File: src/rtl/execute_stage_pipe_pkg.sv
// lc3b_types: shared LC-3b execute-stage types (ALU ops, offsets, pipe FSM states).
package lc3b_types;
  typedef enum logic [2:0] {
    alu_add, alu_and, alu_not, alu_pass, alu_sll, alu_srl, alu_sra
  } lc3b_aluop;
  typedef logic [7:0]  lc3b_offset8;
  typedef logic [8:0]  lc3b_offset9;
  typedef logic [10:0] lc3b_offset11;
  typedef enum logic [1:0] {IDLE, MUL, FULL} lc3b_ex_state_t;
  localparam int SHAMT_W = 4;
endpackage

File: src/rtl/execute_stage_pipe_iter_mul.sv
// iter_mul: shift-add multiplier, one multiplier bit per cycle, low WIDTH bits of the product.
module iter_mul #(
  parameter int WIDTH = 16
) (
  input  logic             clk,
  input  logic             reset_n,
  input  logic             start,
  input  logic             abort,
  input  logic [WIDTH-1:0] a,
  input  logic [WIDTH-1:0] b,
  output logic [WIDTH-1:0] product,
  output logic             done
);
  localparam int CW = $clog2(WIDTH);
  logic [WIDTH-1:0] mcand_q, mcand_d, mplier_q, mplier_d, acc_q, acc_d;
  logic [CW-1:0]    cnt_q, cnt_d;
  logic             busy_q, busy_d, done_q, done_d;
  always_comb begin
    mcand_d  = mcand_q;
    mplier_d = mplier_q;
    acc_d    = acc_q;
    cnt_d    = cnt_q;
    busy_d   = busy_q;
    done_d   = 1'b0;
    if (abort) begin
      busy_d = 1'b0;
    end else if (start) begin
      mcand_d  = a;
      mplier_d = b;
      acc_d    = '0;
      cnt_d    = CW'(WIDTH - 1);
      busy_d   = 1'b1;
    end else if (busy_q) begin
      acc_d    = acc_q + (mplier_q[0] ? mcand_q : '0);
      mcand_d  = mcand_q << 1;
      mplier_d = mplier_q >> 1;
      cnt_d    = cnt_q - CW'(1);
      busy_d   = cnt_q != '0;
      done_d   = cnt_q == '0;
    end
  end
  always_ff @(posedge clk or negedge reset_n) begin
    if (!reset_n) begin
      mcand_q  <= '0;
      mplier_q <= '0;
      acc_q    <= '0;
      cnt_q    <= '0;
      busy_q   <= 1'b0;
      done_q   <= 1'b0;
    end else begin
      mcand_q  <= mcand_d;
      mplier_q <= mplier_d;
      acc_q    <= acc_d;
      cnt_q    <= cnt_d;
      busy_q   <= busy_d;
      done_q   <= done_d;
    end
  end
  assign product = acc_q;
  assign done    = done_q;
endmodule

File: src/rtl/execute_stage_pipe.sv
// execute_stage_pipe: registered LC-3b execute stage with valid/ready handshake,
// iterative multiply and flush.
module execute_stage_pipe
  import lc3b_types::*;
#(
  parameter int WIDTH = 16
) (
  input  logic             clk,
  input  logic             reset_n,
  input  logic             in_valid,
  output logic             in_ready,
  output logic             out_valid,
  input  logic             out_ready,
  input  logic             flush,
  input  logic [WIDTH-1:0] pc,
  input  logic [WIDTH-1:0] sr1,
  input  logic [WIDTH-1:0] sr2,
  input  logic [WIDTH-1:0] dest_out,
  input  lc3b_offset9      offset9,
  input  lc3b_offset11     offset11,
  input  lc3b_offset8      offset8,
  input  logic             bradd2mux_sel,
  input  logic             alumux_sel,
  input  logic             mul_en,
  input  lc3b_aluop        aluop,
  output logic [WIDTH-1:0] br_add_out,
  output logic [WIDTH-1:0] bradd2mux_out,
  output logic [WIDTH-1:0] alumux_out,
  output logic [WIDTH-1:0] destmux_out
);
  function automatic logic [WIDTH-1:0] sext_shl1(input logic [WIDTH-1:0] v, input int bits);
    return WIDTH'($signed(v << (WIDTH - bits)) >>> (WIDTH - bits - 1));
  endfunction
  function automatic logic [WIDTH-1:0] zext_shl1(input lc3b_offset8 o);
    return {{(WIDTH - 9){1'b0}}, o, 1'b0};
  endfunction
  lc3b_ex_state_t   state_q, state_d;
  logic [WIDTH-1:0] br_add_q, br_add_d, bradd2mux_q, bradd2mux_d;
  logic [WIDTH-1:0] alumux_q, alumux_d, destmux_q, destmux_d;
  logic [WIDTH-1:0] pend_br_q, pend_br_d, pend_b2_q, pend_b2_d, pend_dest_q, pend_dest_d;
  logic [WIDTH-1:0] br_calc, b2_calc, alu_res, alu_calc, mul_product;
  logic [SHAMT_W-1:0] sh;
  logic accept, is_mul, mul_done;
  assign in_ready  = !flush && (state_q == IDLE || (state_q == FULL && out_ready));
  assign out_valid = state_q == FULL;
  assign accept    = in_valid && in_ready;
  assign is_mul    = mul_en && !alumux_sel;
  assign sh        = sr2[SHAMT_W-1:0];
  always_comb begin
    br_calc  = pc + sext_shl1(WIDTH'(offset9), 9);
    b2_calc  = bradd2mux_sel ? sr1 : pc + sext_shl1(WIDTH'(offset11), 11);
    alu_res  = aluop == alu_add  ? sr1 + sr2 :
               aluop == alu_and  ? sr1 & sr2 :
               aluop == alu_not  ? ~sr1 :
               aluop == alu_sll  ? sr1 << sh :
               aluop == alu_srl  ? sr1 >> sh :
               aluop == alu_sra  ? WIDTH'($signed(sr1) >>> sh) : sr1;
    alu_calc = alumux_sel ? zext_shl1(offset8) : alu_res;
    state_d     = state_q;
    br_add_d    = br_add_q;
    bradd2mux_d = bradd2mux_q;
    alumux_d    = alumux_q;
    destmux_d   = destmux_q;
    pend_br_d   = pend_br_q;
    pend_b2_d   = pend_b2_q;
    pend_dest_d = pend_dest_q;
    if (flush) begin
      state_d = IDLE;
    end else if (accept && is_mul) begin
      state_d     = MUL;
      pend_br_d   = br_calc;
      pend_b2_d   = b2_calc;
      pend_dest_d = dest_out;
    end else if (accept) begin
      state_d     = FULL;
      br_add_d    = br_calc;
      bradd2mux_d = b2_calc;
      alumux_d    = alu_calc;
      destmux_d   = alu_calc[0] ? dest_out << 8 : dest_out;
    end else if (state_q == FULL && out_ready) begin
      state_d = IDLE;
    end else if (state_q == MUL && mul_done) begin
      // Whole result set is published together so a killed multiply leaves no trace.
      state_d     = FULL;
      br_add_d    = pend_br_q;
      bradd2mux_d = pend_b2_q;
      alumux_d    = mul_product;
      destmux_d   = mul_product[0] ? pend_dest_q << 8 : pend_dest_q;
    end
  end
  always_ff @(posedge clk or negedge reset_n) begin
    if (!reset_n) begin
      state_q     <= IDLE;
      br_add_q    <= '0;
      bradd2mux_q <= '0;
      alumux_q    <= '0;
      destmux_q   <= '0;
      pend_br_q   <= '0;
      pend_b2_q   <= '0;
      pend_dest_q <= '0;
    end else begin
      state_q     <= state_d;
      br_add_q    <= br_add_d;
      bradd2mux_q <= bradd2mux_d;
      alumux_q    <= alumux_d;
      destmux_q   <= destmux_d;
      pend_br_q   <= pend_br_d;
      pend_b2_q   <= pend_b2_d;
      pend_dest_q <= pend_dest_d;
    end
  end
  iter_mul #(.WIDTH(WIDTH)) u_mul (
    .clk     (clk),
    .reset_n (reset_n),
    .start   (accept && is_mul),
    .abort   (flush),
    .a       (sr1),
    .b       (sr2),
    .product (mul_product),
    .done    (mul_done)
  );
  assign br_add_out    = br_add_q;
  assign bradd2mux_out = bradd2mux_q;
  assign alumux_out    = alumux_q;
  assign destmux_out   = destmux_q;
endmodule

File: config.mk
export PLATFORM = sky130hd
export DESIGN_NAME = execute_stage_pipe
export DESIGN_NICKNAME = d
export VERILOG_FILES = /design/src/rtl/execute_stage_pipe_pkg.sv /design/src/rtl/execute_stage_pipe_iter_mul.sv /design/src/rtl/execute_stage_pipe.sv
export SDC_FILE = /design/constraint.sdc
export NUM_CORES = 1
export LEC_CHECK = 0
export ABC_AREA = 1
export BUFFER_PORTS_ARGS = -buffer_cell sky130_fd_sc_hd__buf_2
export CORE_ASPECT_RATIO = 0.6
export CORE_UTILIZATION = 54
export DETAILED_ROUTE_END_ITERATION = 16
export GPL_TIMING_DRIVEN = 1
export PLACE_DENSITY = 0.77
export SLEW_MARGIN = 30
export SYNTH_ARGS = -nofsm -noshare
export SYNTH_HDL_FRONTEND = slang
export SYNTH_SLANG_ARGS = --single-unit
File: constraint.sdc
create_clock -name clk -period 2.15 [get_ports clk]
set_input_delay 0.215 -clock clk [delete_from_list [all_inputs] [get_ports clk]]
set_output_delay 0.215 -clock clk [all_outputs]
set_load 0.005 [all_outputs]
==> flow_summary.yaml <==
logic_synthesis:
  yosysMostFrequentCell: "nand2_1"
  synth_warnings: 0
  synth_top_area_share: 0.327
  netlist_instances: 1930
  synthFlopType: "dfrtp_1"
  avgSynthCellArea_um2: 6.66
  yosys.cell_types.count: 52
  synth_enable_flop_cells: 0
  ys_ff_latch: 168
  synth-async-reset-ratio: 1.00
  synth-seq-area-share: 0.327
  syn_area_um2: 12800
  synth_nets: 2098
  synth_common_cells: "684 x nand2_1, 176 x o21ai_0, 168 x dfrtp_1, 151 x inv_1, 145 x a21oi_1"
  synthTopCellsByArea: "dfrtp_1 33%, nand2_1 20%, o21ai_0 6.9%"
  yosys.area.top_type: "dfrtp_1"
timing:
  hold_ws_ns: 0.0294
  setup_slack_ns: -0.109
  finalCriticalPeriod_ns: 2.26
  hold_violations: 0
  report.final.slew_viol_count: 0
  setup_viol: 4
  worstMarginPinSlew_ns: 0.571
  setup_tns_ns: -0.240
  maxSlewHeadroom: 0.615
  rsz0062_at_grt: "yes"
  finalCritPeriodShare: 1.05
  fmaxAchievable_mhz: 443
  fin_skew_ns: 0.0141
hold_path:
  hold_start: "dest_out[0]"
  hp-class: "in2reg"
  holdPathEnd: "pend_dest_q[0]"
  hold_path_depth: 3
global_routing:
  grt_pass1_vias: 13300
  grt_pass1_wl_um: 75900
  grt_max_degree: 88
  grt_overflow: 0
  antenna_found_initial: 6
  grt_use_total: 0.409
power_and_ir_drop:
  power.density_nw_per_um2: 783
  comb_power_share: 0.379
  vdd_ir_drop_max_uv: 785
  power.share.clock: 0.240
  p_leak_nw: 8.53
  switching_share: 0.393
  p_sw_w: 0.00493
  p_int_w: 0.00761
  pwr-share-seq: 0.382
drt:
  post-route-drc-count: 0
  vias_per_cell: 5.84
  dr.pass1.iters: 6
  wl_per_cell_um: 19.8
  ant_nets: 0
  drt-total-wl_um: 50300
  num_vias: 14800
  first_iter_violations: 1829
critical_path:
  critPathKind: "reg2reg"
  required_ns: 2.54
  timing.rr.start: "u_mul.mplier_q[0]"
  path_delay_family: "compound AO/OA/AOI/OAI gates"
  cp_max_fo: 5
  cp.arrival_ns: 2.65
  crit_path_top_delay_cell: "dfrtp_1"
  critical_path.max_stage_delay_ns: 0.42
  worstSetupStartpointType: "flip-flop"
  path_cells: "buf_6 -> nand2_4 -> inv_4 -> ha_4 -> a21oi_4 -> nand2_2 -> a21oi_2 -> nor2_2 -> o21ai_1 -> nand2_1 -> buf_4 -> a21oi_1 -> o21ai_1 -> nand2_1"
  r2r-end: "u_mul.product[7]"
  reg2reg_slack_ns: -0.11
  r2r_cells: 14
  path_buf_inv: 3
  end_kind: "flip-flop"
cells_and_area:
  multiInputGateArea_um2: 7850
  final_nets: 2375
  drive_above_1_share: 0.216
  area_growth_syn_to_layout_pct: 24.6
  utilization: 0.689
  ff_latch_area_um2: 4200
  num-fill-cells: 2041
die:
  boundaryPins: 169
  chipWidth_um: 201
  coreArea_um2: 23200
  die_area_um2: 24400
  start_util: 0.553
  row_count: 43
  die_h_um: 121
place:
  place_hpwl_um: 37800
  gpl.final_weighted_congestion: 1.05
  pre_cts_ws_ns: -0.132
  port_buffers: 168
clocking:
  clk_latency_ns: 0.45
  root_buffer: "clkbuf_16"
  numCtsBuffers: 17
  clkSinkCount: 168
  cts_htree_levels: 4
  clk_pin_slew_ns: 0.07
  clockBufferDepth: 2
  cts_tree: "done"
outcome:
  violations: "negative setup slack"
  status: "complete, but fails checks"
flow_run:
  drv_cap: 0
==> cells in the final DEF, fill, tap and decap left out, types with 5 or more instances in the layout <==
| cell | count |
|---|---|
| nand3_1 | 133 |
| dlygate4sd3_1 | 6 |
| a21oi_1 | 140 |
| o21a_1 | 6 |
| a21boi_1 | 18 |
| buf_2 | 167 |
| a21o_1 | 8 |
| nand2_2 | 12 |
| inv_2 | 11 |
| xnor2_1 | 6 |
| nor2_1 | 98 |
| nor3_2 | 5 |
| a2bb2oi_1 | 13 |
| nor2_2 | 6 |
| o21ai_0 | 165 |
| clkbuf_16 | 17 |
| xor2_1 | 13 |
| dfrtp_1 | 168 |
| ha_1 | 50 |
| buf_12 | 13 |
| inv_1 | 145 |
| o21ai_1 | 24 |
| o211ai_1 | 9 |
| or2_2 | 29 |
| o31ai_1 | 6 |
| ha_4 | 10 |
| buf_4 | 157 |
| nand2_1 | 673 |
| nand2_4 | 5 |
| a31oi_1 | 23 |
| nand4_1 | 5 |
| a21oi_2 | 6 |
==> tightest hold or removal path: stages <==
cell	delay, ns
buf_2	0.11
nand2_1	0.06
nand2_1	0.05
==> per-layer routing <==
metal	track usage	vias to the layer above	wire length, um
met3	0.142	107	6830
li1	-	6901	-
met2	0.565	954	19800
met5	0.0357	-	130
met4	0.0926	6	1150
met1	0.601	6847	22300
==> what timing repair did <==
item,in CTS,in global routing
endpoints found under the hold margin,86,0
resized for setup,10,54
hold buffers,6,0
endpoints found under the setup margin,6,26
buffers inserted,0,8
pin swaps,1,19
==> layout make-up <==
| class | instances | share of cell area |
|---|---|---|
| antenna | 3 | 0.000469 |
| multi-input combinational | 1511 | 0.490 |
| timing repair buffer | 346 | 0.148 |
| clock buffer | 18 | 0.0268 |
| inverter | 163 | 0.0391 |
| tap | 315 | 0.0246 |
| clock inverter | 14 | 0.00836 |
| sequential | 168 | 0.263 |
==> worst max-delay path by stage <==
stage | start | endpoint | slack (ns) | cells after the start
2_1_floorplan | u_mul.mplier_q[0] | u_mul.product[13] | 0.03 | 16
3_3_place_gp | pc[5] | bradd2mux_out[10] | -0.09 | 12
3_5_place_dp | pc[1] | bradd2mux_out[11] | -0.13 | 18
4_1_cts | u_mul.mplier_q[0] | u_mul.product[8] | 0.0005 | 14
5_1_grt | u_mul.mplier_q[0] | u_mul.product[7] | -0.23 | 14
6_report | u_mul.mplier_q[0] | u_mul.product[7] | -0.11 | 14
==> cell families after synthesis <==
kind of cell / after synthesis / share of synthesized area
AND/OR/NAND/NOR: 987 / 0.321
XOR/XNOR: 19 / 0.0130
AO/OA/AOI/OAI: 439 / 0.190
adder cells (fa/ha/maj): 65 / 0.0656
multiplexers: 1 / 0.000779
buffers and inverters: 251 / 0.0824
flip-flops: 168 / 0.327
==> flip-flops by register name, summed over array words and instances (netlist names), 4 cells and up <==
register and cells:
alumux_out 16, br_add_out 16, pend_br_q 16, u_mul.cnt_q 4, u_mul.product 16, u_mul.mcand_q 16
destmux_out 16, u_mul.mplier_q 16, pend_dest_q 16, pend_b2_q 16, bradd2mux_out 16
==> per-stage QoR <==
step / power [W] / area [um^2] / std cells
after floorplan: 0.00712 / 12900 / 1930
after global placement: 0.00893 / 15100 / 2489
after detailed placement: 0.00907 / 15100 / 2489
after CTS: 0.0122 / 15800 / 2527
after global routing: 0.0132 / 16000 / 2536
final: 0.0125 / 16000 / 2538
==> power groups by stage <==
stage	Combinational (W)	Sequential, W	Clock [W]
3_3_place_gp	0.00420	0.00472	0
2_1_floorplan	0.00253	0.00459	0
6_report	0.00475	0.00479	0.00301
5_1_grt	0.00521	0.00487	0.00312
4_1_cts	0.00443	0.00473	0.00301
3_5_place_dp	0.00432	0.00475	0
Note: power is estimated with default switching activity, not from simulation.
